## src/rtl/uart_tx_scheduler.sv

```systemverilog
//-----------------------------------------------------------------------------
// uart_tx_scheduler
//
// Purpose:
//   Merges two sensor streams onto the single 56-bit word interface of the
//   UART controller. The streams are ADS1292 ECG frames (72 bits) and MPR121
//   touch status (12 bits).
//   - Each source has a one-entry holding buffer with a pending flag.
//   - Pending sources are granted round-robin.
//   - Each granted source is packed into a tagged 56-bit word and offered
//     with a valid/ready handshake.
//   Everything runs in the 25 MHz domain.
//
// Word formats:
//   ADS   : {ADS_TAG, ch1[23:0], ch2[23:0]}
//           The 24-bit status field of the frame is not forwarded.
//   Touch : {TCH_TAG, 4'h0, status[11:0], ads_drop_cnt[7:0], frame_cnt[23:0]}
//           frame_cnt counts accepted ADS words and wraps at 24 bits.
//
// Ports:
//   i_CLK          in   1   system clock (25 MHz)
//   i_RSTN         in   1   asynchronous active-low reset
//   i_RUN          in   1   capture enable; low drops captures and pendings
//   i_ADS_DATA     in  72   {status, ch1, ch2}
//   i_ADS_VALID    in   1   one-cycle capture strobe for i_ADS_DATA
//   i_TCH_STATUS   in  12   touch electrode status
//   i_TCH_VALID    in   1   one-cycle capture strobe for i_TCH_STATUS
//   o_TX_DATA      out 56   packed word toward the UART controller
//   o_TX_VALID     out  1   o_TX_DATA holds a word
//   i_TX_READY     in   1   UART controller accepts the word
//   o_ADS_DROP_CNT out  8   saturating count of overwritten ADS frames
//   o_BUSY         out  1   a word is in flight or a source is pending
//
// Build option:
//   UART_SCHED_TOUCH_CHANGE_EN
//     Defined:   a touch strobe only counts as a capture when the status
//                differs from the status in the last touch word loaded.
//                That reference value is 12'h000 after reset.
//     Undefined: every touch strobe counts as a capture.
//-----------------------------------------------------------------------------
module uart_tx_scheduler #(
    parameter logic [7:0] ADS_TAG = 8'hA1,
    parameter logic [7:0] TCH_TAG = 8'hB2
) (
    input  logic        i_CLK,
    input  logic        i_RSTN,
    input  logic        i_RUN,
    input  logic [71:0] i_ADS_DATA,
    input  logic        i_ADS_VALID,
    input  logic [11:0] i_TCH_STATUS,
    input  logic        i_TCH_VALID,
    output logic [55:0] o_TX_DATA,
    output logic        o_TX_VALID,
    input  logic        i_TX_READY,
    output logic [7:0]  o_ADS_DROP_CNT,
    output logic        o_BUSY
);

    typedef enum logic {
        ST_IDLE = 1'b0,
        ST_SEND = 1'b1
    } state_t;

    typedef enum logic {
        SRC_ADS = 1'b0,
        SRC_TCH = 1'b1
    } src_t;

    //-------------------------------------------------------------------------
    // Registered state
    //-------------------------------------------------------------------------
    state_t      state_reg;
    src_t        last_grant_reg;     // source of the word loaded most recently
    logic [47:0] ads_buf_reg;        // only ch1/ch2 are ever sent
    logic        ads_pend_reg;
    logic [11:0] tch_buf_reg;
    logic        tch_pend_reg;
    logic [55:0] tx_data_reg;
    logic        tx_valid_reg;
    logic [7:0]  drop_cnt_reg;
    logic [23:0] frame_cnt_reg;
`ifdef UART_SCHED_TOUCH_CHANGE_EN
    logic [11:0] tch_ref_reg;        // status carried by the last touch word
`endif

    //-------------------------------------------------------------------------
    // Decisions for the current cycle
    //-------------------------------------------------------------------------
    logic ads_cap;
    logic tch_cap;
    logic can_load;
    logic grant_ads;
    logic grant_tch;
    logic load_ads;
    logic load_tch;
    logic handshake;
    logic ads_drop;
    logic frame_inc;

    // The ADS status word never leaves the block.
    logic unused_ads_status;
    assign unused_ads_status = ^i_ADS_DATA[71:48];

    always_comb begin
        ads_cap = i_RUN & i_ADS_VALID;
`ifdef UART_SCHED_TOUCH_CHANGE_EN
        // A repeat of the last status sent is not news and is ignored.
        tch_cap = i_RUN & i_TCH_VALID & (i_TCH_STATUS != tch_ref_reg);
`else
        tch_cap = i_RUN & i_TCH_VALID;
`endif

        // With i_RUN low the pending flags are being flushed, so nothing
        // new is loaded. A word that is already in flight still completes.
        can_load = (state_reg == ST_IDLE) & i_RUN;

        // Round robin on a tie. A lone pending source always wins.
        grant_ads = ads_pend_reg & (~tch_pend_reg | (last_grant_reg == SRC_TCH));
        grant_tch = tch_pend_reg & ~grant_ads;

        load_ads = can_load & grant_ads;
        load_tch = can_load & grant_tch;

        handshake = (state_reg == ST_SEND) & tx_valid_reg & i_TX_READY;

        // An overwrite is only a loss when the old frame is not leaving on
        // the same edge.
        ads_drop = ads_cap & ads_pend_reg & ~load_ads;

        // The word in flight is the last granted one.
        frame_inc = handshake & (last_grant_reg == SRC_ADS);
    end

    //-------------------------------------------------------------------------
    // FSM, holding buffers, counters and output registers
    //-------------------------------------------------------------------------
    always_ff @(posedge i_CLK or negedge i_RSTN) begin
        if (!i_RSTN) begin
            state_reg      <= ST_IDLE;
            last_grant_reg <= SRC_TCH;  // ADS wins the first tie
            ads_buf_reg    <= '0;
            ads_pend_reg   <= 1'b0;
            tch_buf_reg    <= '0;
            tch_pend_reg   <= 1'b0;
            tx_data_reg    <= '0;
            tx_valid_reg   <= 1'b0;
            drop_cnt_reg   <= '0;
            frame_cnt_reg  <= '0;
`ifdef UART_SCHED_TOUCH_CHANGE_EN
            tch_ref_reg    <= '0;
`endif
        end else begin
            // Pending flags.
            // A capture in the same cycle as a load of the same source
            // keeps the flag set, so the new data is sent next.
            if (!i_RUN) begin
                ads_pend_reg <= 1'b0;
                tch_pend_reg <= 1'b0;
            end else begin
                ads_pend_reg <= ads_cap | (ads_pend_reg & ~load_ads);
                tch_pend_reg <= tch_cap | (tch_pend_reg & ~load_tch);
            end

            // The buffers take new data on capture. A load on the same edge
            // reads the old contents, because this is a non-blocking update.
            if (ads_cap) begin
                ads_buf_reg <= i_ADS_DATA[47:0];
            end
            if (tch_cap) begin
                tch_buf_reg <= i_TCH_STATUS;
            end

            if (ads_drop && (drop_cnt_reg != 8'hFF)) begin
                drop_cnt_reg <= drop_cnt_reg + 8'd1;
            end

            // The count wraps naturally at 24 bits.
            if (frame_inc) begin
                frame_cnt_reg <= frame_cnt_reg + 24'd1;
            end

            case (state_reg)
                ST_IDLE: begin
                    if (load_ads) begin
                        tx_data_reg    <= {ADS_TAG, ads_buf_reg};
                        tx_valid_reg   <= 1'b1;
                        last_grant_reg <= SRC_ADS;
                        state_reg      <= ST_SEND;
                    end else if (load_tch) begin
                        tx_data_reg    <= {TCH_TAG, 4'h0, tch_buf_reg,
                                           drop_cnt_reg, frame_cnt_reg};
                        tx_valid_reg   <= 1'b1;
                        last_grant_reg <= SRC_TCH;
                        state_reg      <= ST_SEND;
`ifdef UART_SCHED_TOUCH_CHANGE_EN
                        tch_ref_reg    <= tch_buf_reg;
`endif
                    end
                end

                ST_SEND: begin
                    // o_TX_DATA is held until the controller takes the word.
                    if (handshake) begin
                        tx_valid_reg <= 1'b0;
                        state_reg    <= ST_IDLE;
                    end
                end

                default: begin
                    state_reg    <= ST_IDLE;
                    tx_valid_reg <= 1'b0;
                end
            endcase
        end
    end

    //-------------------------------------------------------------------------
    // Outputs
    //-------------------------------------------------------------------------
    assign o_TX_DATA      = tx_data_reg;
    assign o_TX_VALID     = tx_valid_reg;
    assign o_ADS_DROP_CNT = drop_cnt_reg;

    // Derived from registered state only.
    assign o_BUSY = (state_reg != ST_IDLE) | ads_pend_reg | tch_pend_reg;

endmodule

```

## config.mk

```make
export PLATFORM = sky130hd
export DESIGN_NAME = uart_tx_scheduler
export DESIGN_NICKNAME = d
export VERILOG_FILES = /design/src/rtl/uart_tx_scheduler.sv
export SDC_FILE = /design/constraint.sdc
export NUM_CORES = 1
export LEC_CHECK = 0
export CELL_PAD_IN_SITES_DETAIL_PLACEMENT = 0
export CELL_PAD_IN_SITES_GLOBAL_PLACEMENT = 2
export CORE_UTILIZATION = 44
export CTS_BUF_LIST = sky130_fd_sc_hd__clkbuf_16
export CTS_CLUSTER_DIAMETER = 120
export DETAILED_ROUTE_END_ITERATION = 6
export DONT_BUFFER_PORTS = 1
export PLACE_DENSITY = 0.91
export SLEW_MARGIN = 25
export SYNTH_ARGS = -nofsm -noshare
export SYNTH_HDL_FRONTEND = slang
export SYNTH_SLANG_ARGS = --single-unit
export TNS_END_PERCENT = 20
```

## constraint.sdc

```tcl
create_clock -name i_CLK -period 2.6 [get_ports i_CLK]
set_clock_uncertainty 0.05 [all_clocks]
set_input_delay 0.13 -clock i_CLK [delete_from_list [all_inputs] [get_ports i_CLK]]
set_output_delay 0.13 -clock i_CLK [all_outputs]
set_load 0.02 [all_outputs]
```

==> results of run 1 <==
cell type report:
type,count,area (µm²)
fillers,1140,5980
repair buffers,71,706
clock buffers,17,425
multi-input cells,318,2270
clock inverters,13,81.3
flip-flops and latches,148,3700
inverters,4,15.0
well taps,176,220
final timing paths:
kind                                         from           endpoint  depth (start not counted)
worst max register to register          state_reg       tch_pend_reg                          5
max in group asynchronous                  i_RSTN     last_grant_reg                          0
worst max-delay path                    state_reg       tch_pend_reg                          5
min in group i_CLK                          i_RUN  o_ADS_DROP_CNT[2]                          4
worst min-delay path                       i_RSTN       o_TX_DATA[7]                          0
worst min register to register  frame_cnt_reg[23]  frame_cnt_reg[23]                          1
routing by layer:
layer | share of wire (%) | wire [µm] | vias to the layer above
li1 | - | - | 1860
met1 | 42 | 5740 | 2070
met2 | 51 | 6850 | 113
met3 | 5.7 | 767 | 16
met4 | 1.3 | 174 | 0
met5 | 0 | 0 | -
through the flow:
| step | utilization [%] | power [mW] | setup slack (ns) | hold slack, ns | cells |
|---|---|---|---|---|---|
| final | 55.4 | 7.00 | 0.463 | -0.638 | 747 |
| after global routing | 55.4 | 7.36 | 0.352 | -0.659 | 747 |
| after CTS | 55.4 | 7.06 | 0.462 | -0.658 | 747 |
| after detailed placement | 46.8 | 4.83 | 0.754 | -0.213 | 653 |
| after global placement | 46.8 | 4.76 | 0.807 | -0.212 | 653 |
| after floorplan | - | 4.52 | 1.05 | -0.216 | 496 |
kinds of logic after synthesis:
logic type / Yosys count / synth area share, %
compound gates: 65 / 7.88
xor+xnor: 24 / 3.44
fa+ha+maj: 2 / 0.409
buf+inv: 30 / 2.93
flops: 148 / 60.6
mux: 64 / 11.8
other cells: 1 / 0.0613
simple gates: 160 / 12.9
worst register-to-register path, stage by stage, from the launching register on:
cell           delay (ns)
dfrtp_1              0.50
nand3b_4             0.24
a21oi_4              0.41
nor2b_1              0.10
o21a_1               0.17
dlygate4sd3_1        0.55
report_power, final:
group | switching [mW] | internal, mW
logic | 0.481 | 0.475
registers | 1.02 | 2.89
clock network | 0.863 | 1.27
total | 2.37 | 4.63
synthesized netlist by cell type, types with 2 or more instances:
master	number
buf_6	4
inv_1	4
and3_1	6
a22oi_1	44
xnor2_1	20
a31oi_1	4
nand2_1	107
dfrtp_1	147
mux2_2	64
o21a_1	3
buf_4	6
ha_1	2
nor4_1	2
buf_2	11
nand4_1	9
a22o_1	4
and4_1	3
o21ai_0	2
xor2_1	4
nor2_1	6
nand2b_1	2
clkbuf_1	5
nor2b_1	4
nand3_1	11
a21oi_1	2
==> reports/results.ini, run 1 <==
[run_status]
status=finished, violations left
violations=negative hold slack

[cells_and_area]
nets=652
area_growth_syn_to_layout_pct=21.3
layout_commonest_cell=dfrtp_1
drive_gt1_share_pct=18.6
largest_register_ffs=51
design_area_um2=7420
layout_common_cells=dfrtp_1, nand2_1, mux2_2, dlygate4sd3_1, a22oi_1
antenna_cells=0

[logic_synthesis]
synth_edf_count=0
yosysTopAreaCellShare_pct=60.2
synth.distinct_cells=43
yosys_warnings=0
synth_area_per_cell_um2=12.4
syn_area_um2=6110
synth_top_area_cell=dfrtp_1
netlist_instances=494
synthTopCellsByArea=dfrtp_1, mux2_2, nand2_1
synth-async-reset-ratio_pct=100
yosysSeqAreaShare_pct=60.6
synthFlopType=dfrtp_1
ys_ff_latch=148

[global_routing]
met2_usage_pct=34.0
grt_pass1_wl_um=22100
grt_use_met3_pct=6.13
gr-usage-all-layers_pct=20.2
grt.busiest_layer=met2
grt_start_max_net_pins=149
grt_util_met1_pct=24.2
grt_overflow=0
grt_pass1_vias=4332
antenna_found_initial=0

[setup_path]
crit_path_end_kind=flip-flop
crit_arrival_ns=2.38
start_kind=flip-flop
r2r_setup_slack_ns=0.46
cp_cell_sequence=nand3b_4 > a21oi_4 > nor2b_1 > o21a_1 > dlygate4sd3_1
cp_max_fo=15
cpPeakStageDelay_ns=0.55
crit_type=flip-flop to flip-flop
cp_data_required_time_ns=2.85
slowest_stage=dlygate4sd3_1
crit_buf_inv=1
critical_path.top_delay_family=compound AO/OA/AOI/OAI gates

[sta]
max_slew_margin_pct=61.8
setup_tns_ns=0
max_freq_mhz=468
layout_min_cycle_time_ns=2.14
setup_violations=0
final-hold-violation-count=148
rsz0062_at_grt=false
holdWs_ns=-0.638
worstMarginPinSlew_ns=0.571
min_period_over_period_pct=82.2
drv_slew=0

[route]
vias=4059
drt-initial-drc-count=193
routed_wl_um=13500
ant_nets=0
wl_per_cell_um=18.1
viasPerCell=5.43
drc=0
dr.pass1.iters=4

[clock_network]
post_cts_resized=0
hold_buffers=64
htree_levels=4
cts_tree=done
insertion_delay_ns=0.42
clock-sinks=148
clockRootBuffer=clkbuf_16
cts_buffers=17
ctsLongestPathBuffers=2
postCtsSetupBuffers=0
clkTransAtPathRegs_ns=0.05

[pwr]
p_leak_nw=3.46
ir_worst_vdd_v=0.000560
power_density_nw_per_um2=944

[floorplanning]
die_w_um=120
die-area_um2=14400
core_area_um2=13400
io_pins=156
start_util_pct=45.6
fp-row-count=42
die_h_um=120

[placement]
portBuffers=0
dp_hpwl_um=8350
placed_cell_area_um2=6270
gp_congestion=0.748

[worst_hold_path]
hp-class=primary input to asynchronous set/reset pin

[job]
drv_cap=0

Note: power is estimated with default switching activity, not from simulation.
==> run 2: changes to the inputs <==
- CORE_UTILIZATION: 44 -> 37
- PLACE_DENSITY: 0.91 -> 0.82
- clock period: 2.6 -> 1.9 ns (I/O delays scaled with it)
==> run 2 against run 1 <==
The run still ends with negative hold slack left. Count of clock-buffer cells in the layout did not move. Combinational power grew 54%. First-iteration DRC count down 25%. Critical path type unchanged. Largest power group unchanged.
==> reports/results.ini, run 2 (synthesis gave the netlist of run 1 again) <==
[setup_path]
crit_type=flip-flop to flip-flop
slowest_stage=dfrtp_1
crit_buf_inv=0  ; -1
cp_data_required_time_ns=2.15  ; -0.70 ns
critical_path.top_delay_family=simple AND/OR/NAND/NOR gates
crit_path_end_kind=flip-flop
cp_max_fo=9  ; -6
cp_cell_sequence=nand4b_4 > nor3_4 > nand4_1 > xnor2_1
cpPeakStageDelay_ns=0.54  ; about the same
crit_arrival_ns=1.96  ; -0.42 ns
start_kind=flip-flop

[route]
ant_nets=0  ; unchanged
drt-initial-drc-count=144  ; -25%
dr.pass1.iters=4  ; unchanged
drc=0  ; unchanged
wl_per_cell_um=17.7  ; -2.2%
viasPerCell=5.11  ; -5.9%
routed_wl_um=14200  ; +4.6%
vias=4085  ; +0.64%

[cells_and_area]
layout_common_cells=dfrtp_1, nand2_1, mux2_2, dlygate4sd3_1, a22oi_1
final_cells=799  ; +7.0%
final_util_pct=48.0  ; -7.4 points
antenna_cells=0  ; unchanged
largest_register_ffs=51  ; unchanged
area_growth_syn_to_layout_pct=25.6
nets=663  ; +1.7%
drive_gt1_share_pct=20.6  ; +2.0 points
layout_commonest_cell=dfrtp_1

[clock_network]
post_cts_resized=0  ; unchanged
postCtsSetupBuffers=0  ; unchanged
clkTransAtPathRegs_ns=0.06  ; about the same
clockRootBuffer=clkbuf_16
ctsLongestPathBuffers=2  ; unchanged
hold_buffers=64  ; unchanged
cts_buffers=17  ; unchanged
htree_levels=4  ; unchanged
insertion_delay_ns=0.42  ; about the same
clock-sinks=148  ; unchanged
cts_tree=done

[placement]
gp_congestion=0.692  ; -7.5%
dp_hpwl_um=8900  ; +6.6%
portBuffers=0  ; unchanged
place_inst=704  ; +7.8%

[global_routing]
grt_util_met1_pct=21.6  ; -2.6 points
grt_use_met3_pct=6.15  ; +0.017 points
grt_pass1_vias=4270  ; -1.4%
grt_overflow=0  ; unchanged
gr-usage-all-layers_pct=17.8  ; -2.4 points
grt_start_max_net_pins=149  ; unchanged
met2_usage_pct=29.8  ; -4.3 points
grt_pass1_wl_um=22500  ; +1.7%
grt.busiest_layer=met2
antenna_found_initial=0  ; unchanged

[sta]
final-hold-violation-count=148  ; unchanged
layout_min_cycle_time_ns=1.72  ; -0.421 ns
drv_slew=0  ; unchanged
worstMarginPinSlew_ns=0.649  ; +0.0780 ns
holdWs_ns=-0.681  ; -0.0432 ns
setup_tns_ns=0  ; unchanged
max_freq_mhz=583  ; +25%
max_slew_margin_pct=56.6  ; -5.3 points
setup_violations=0  ; unchanged
min_period_over_period_pct=90.3  ; +8.1 points
rsz0062_at_grt=false

[floorplanning]
die_h_um=131  ; +8.9%
die_w_um=131  ; +8.9%
core_area_um2=16000  ; +19%
start_util_pct=38.2  ; -7.4 points
die-area_um2=17000  ; +19%
io_pins=156  ; unchanged
fp-row-count=46  ; +9.5%

[job]
drv_cap=0  ; unchanged

[pwr]
total_power_mw=10.0  ; +43%
power_density_nw_per_um2=1310  ; +39%
p_leak_nw=3.55  ; +2.5%
ir_worst_vdd_v=0.000975  ; +74%

[run_status]
violations=negative hold slack
status=finished, violations left

[worst_hold_path]
hp-class=primary input to asynchronous set/reset pin

==> run 2: changes by cell type in the layout (fill, tap and decap cells not counted) <==
cell / before / now
clkinv_4: 0 / 1
buf_4: 6 / 12
buf_12: 1 / 6
clkinv_2: 5 / 4
clkinvlp_4: 0 / 1
bufinv_16: 1 / 3
inv_1: 9 / 5
clkinv_1: 2 / 4
==> run 2: per-layer routing <==
metal	wire length (µm)	share of wire, %
met1	6050	43
met2	7010	50
met3	910	6.4
met4	189	1.3
met5	0	0
==> run 2: path summary, 6_finish.rpt <==
path | end | depth (start not counted) | startpoint | slack [ns]
max | frame_cnt_reg[19] | 4 | state_reg | 0.18
min | o_TX_DATA[8] | 0 | i_RSTN | -0.68
max reg2reg | frame_cnt_reg[19] | 4 | state_reg | 0.18
min reg2reg | o_TX_DATA[40] | 2 | ads_buf_reg[40] | 0.43
max in group asynchronous | last_grant_reg | 0 | i_RSTN | 2.14
min in group i_CLK | o_TX_VALID | 3 | i_RUN | 0.13
==> run 2: area by class of cell <==
cell class	instances	area (µm²)
fill	1485	8320
multi-input combinational	318	2270
clock buffer	17	425
clock inverter	14	145
inverter	4	15.0
tap	216	270
timing repair buffer	82	851
sequential	148	3700
==> run 2: worst register-to-register path, cell delays in order (launching register included) <==
cell and delay (ns):
dfrtp_1 0.54, nand4b_4 0.26, nor3_4 0.41, nand4_1 0.18, xnor2_1 0.16
==> run 2: through the flow <==
step	setup slack [ns]	hold WS, ns	area, µm²
floorplan	0.346	-0.251	6120
finish	0.184	-0.681	7680
CTS	0.166	-0.702	7680
global route	0.0440	-0.701	7680
detailed placement	0.170	-0.247	6470
global placement	0.228	-0.247	6470
==> run 2: power by group <==
part           leakage, nW  switching (mW)  total (mW)  internal, mW
registers             1.85            1.33        5.29          3.96
logic                 1.42           0.737        1.47         0.731
clock network        0.283            1.26        3.28          2.02
total                 3.55            3.33        10.0          6.71
==> run 3: changes to the inputs <==
- SETUP_SLACK_MARGIN: default -> 0.4
==> run 3 against run 2 <==
The flow still finishes with violations (negative hold slack). Via count rose by 3.6%. First-iteration DRC count up 45%. Combinational power up 16%. Setup slack improved by 0.16 ns. Critical path type unchanged. Critical endpoint unchanged.
==> reports/results.ini, run 3 (synthesis gave the netlist of run 1 again) <==
[run_status]
status=finished, violations left
violations=negative hold slack

[clock_network]
cts_buffers=17  ; unchanged
cts_tree=done
insertion_delay_ns=0.41  ; about the same
htree_levels=4  ; unchanged
clock-sinks=148  ; unchanged
clkTransAtPathRegs_ns=0.06  ; about the same
clockRootBuffer=clkbuf_16
ctsLongestPathBuffers=2  ; unchanged

[sta]
holdWs_ns=-0.665  ; +0.0164 ns
min_period_over_period_pct=82.1  ; -8.2 points
final-hold-violation-count=148  ; unchanged
rsz0062_at_grt=true
max_slew_margin_pct=59.6  ; +3.0 points
setup_violations=0  ; unchanged
setup_tns_ns=0  ; unchanged
worstMarginPinSlew_ns=0.605  ; -0.0440 ns
max_freq_mhz=641  ; +10%
drv_slew=0  ; unchanged
layout_min_cycle_time_ns=1.56  ; -0.157 ns

[floorplanning]
start_util_pct=38.2  ; unchanged
fp-row-count=46  ; unchanged
io_pins=156  ; unchanged
die-area_um2=17000  ; unchanged
core_area_um2=16000  ; unchanged
die_h_um=131  ; unchanged
die_w_um=131  ; unchanged

[placement]
dp_hpwl_um=8770  ; -1.4%
portBuffers=0  ; unchanged
placed_cell_area_um2=6420  ; -0.72%
gp_congestion=0.716  ; +3.4%

[setup_path]
crit_type=flip-flop to flip-flop
cp_max_fo=6  ; -3
reg2reg_from=o_TX_VALID
r2r_setup_slack_ns=0.34  ; +0.16 ns
crit_path_end_kind=flip-flop
start_kind=flip-flop
crit_arrival_ns=1.80  ; -0.16 ns
regToRegEndpoint=frame_cnt_reg[19]
slowest_stage=dfrtp_2
cpPeakStageDelay_ns=0.52  ; -0.02 ns
reg2reg_depth=5  ; +1
cp_data_required_time_ns=2.14  ; about the same
cp_cell_sequence=nand4b_4 > nor3_4 > buf_6 > nand4_1 > xnor2_1

[cells_and_area]
drive_gt1_share_pct=28.4  ; +7.8 points
nFillCells=1441  ; -3.0%
multi_input_area_um2=2400  ; +5.8%
design_area_um2=8000  ; +4.1%
area_growth_syn_to_layout_pct=30.8
nets=677  ; +2.1%
largest_register_ffs=51  ; unchanged
antenna_cells=0  ; unchanged
layout_common_cells=dfrtp_1, nand2_1, dlygate4sd3_1
seqCellArea_um2=3720  ; +0.44%
layout_commonest_cell=dfrtp_1

[global_routing]
antenna_found_initial=0  ; unchanged
grt_overflow=0  ; unchanged
grt_pass1_vias=4385  ; +2.7%
gr-usage-all-layers_pct=18.0  ; +0.22 points
grt_start_max_net_pins=149  ; unchanged
grt_pass1_wl_um=23000  ; +2.4%

[route]
dr.pass1.iters=4  ; unchanged
ant_nets=0  ; unchanged
drc=0  ; unchanged
routed_wl_um=15100  ; +6.5%
vias=4233  ; +3.6%
met2_length_um=7400  ; +5.5%
viasPerCell=5.20  ; +1.7%
wl_met1_um=6540  ; +8.1%
drt-initial-drc-count=209  ; +45%
wl_met3_um=1020  ; +12%
wl_per_cell_um=18.5  ; +4.5%
top_layer_used=met4

[job]
drv_cap=0  ; unchanged

[pwr]
p_leak_nw=3.65  ; +3.0%
ir_worst_vdd_v=0.000632  ; -35%
power_density_nw_per_um2=1280  ; -2.0%

[worst_hold_path]
hp-class=primary input to asynchronous set/reset pin

==> run 3: changes by cell type in the layout (fill, tap and decap cells not counted), moves of 6 or more <==
cell and change:
buf_4 +6, dfrtp_2 +13, nand3_1 -7, nand3_2 +7, dfrtp_1 -13
==> run 3: worst max-delay path, delay by kind of cell (launching register included) <==
kind / cells / cell delay, ns
and+or+nand+nor: 3 / 0.57
DFF: 1 / 0.52
buffers and inverters: 1 / 0.15
xor gates and xnor gates: 1 / 0.15
==> run 3: worst max path at each step <==
| stage | slack (ns) | endpoint | from |
|---|---|---|---|
| detailed placement | 0.23 | frame_cnt_reg[17] | state_reg |
| global placement | 0.22 | frame_cnt_reg[23] | state_reg |
| finish | 0.34 | frame_cnt_reg[19] | o_TX_VALID |
| CTS | 0.31 | frame_cnt_reg[23] | o_TX_VALID |
| floorplan | 0.37 | o_ADS_DROP_CNT[1] | o_ADS_DROP_CNT[3] |
| global route | 0.24 | frame_cnt_reg[19] | o_TX_VALID |
==> run 3: per-layer routing <==
metal / track usage (%) / vias to the layer above
met5: 0 / -
met4: 5.07 / 0
met3: 6.80 / 9
met2: 29.8 / 127
met1: 22.1 / 2181
li1: - / 1916
==> run 3: repair_timing <==
item / CTS / global route
hold endpoints to repair: 221 / 153
cloned: 2 / 3
setup buffers: 8 / 3
hold buffers: 64 / 1
gates resized for setup: 26 / 14
endpoints found under the setup margin: 73 / 67
pin swaps: 14 / 7
==> run 3: area by class of cell <==
| type | count | share of cell area (%) |
|---|---|---|
| Multi-Input combinational cell | 319 | 30.0 |
| Inverter | 4 | 0.188 |
| Clock buffer | 17 | 5.32 |
| Timing Repair Buffer | 95 | 12.8 |
| Clock inverter | 15 | 1.80 |
| Sequential cell | 148 | 46.5 |
| Tap cell | 216 | 3.38 |
==> run 3: metrics by stage <==
step / setup slack [ns] / total power [mW] / utilization (%) / cells
final: 0.341 / 10.2 / 50.0 / 814
after global placement: 0.215 / 6.60 / 40.1 / 701
after floorplan: 0.368 / 6.19 / - / 496
after global routing: 0.243 / 10.8 / 50.0 / 814
after CTS: 0.306 / 10.2 / 48.9 / 807
after detailed placement: 0.233 / 6.70 / 40.1 / 701
==> run 3: power by group <==
group,total (mW),switching [mW],internal [mW]
clock,3.20,1.29,1.92
combinational,1.71,0.832,0.875
sequential,5.34,1.37,3.96
total,10.2,3.49,6.76
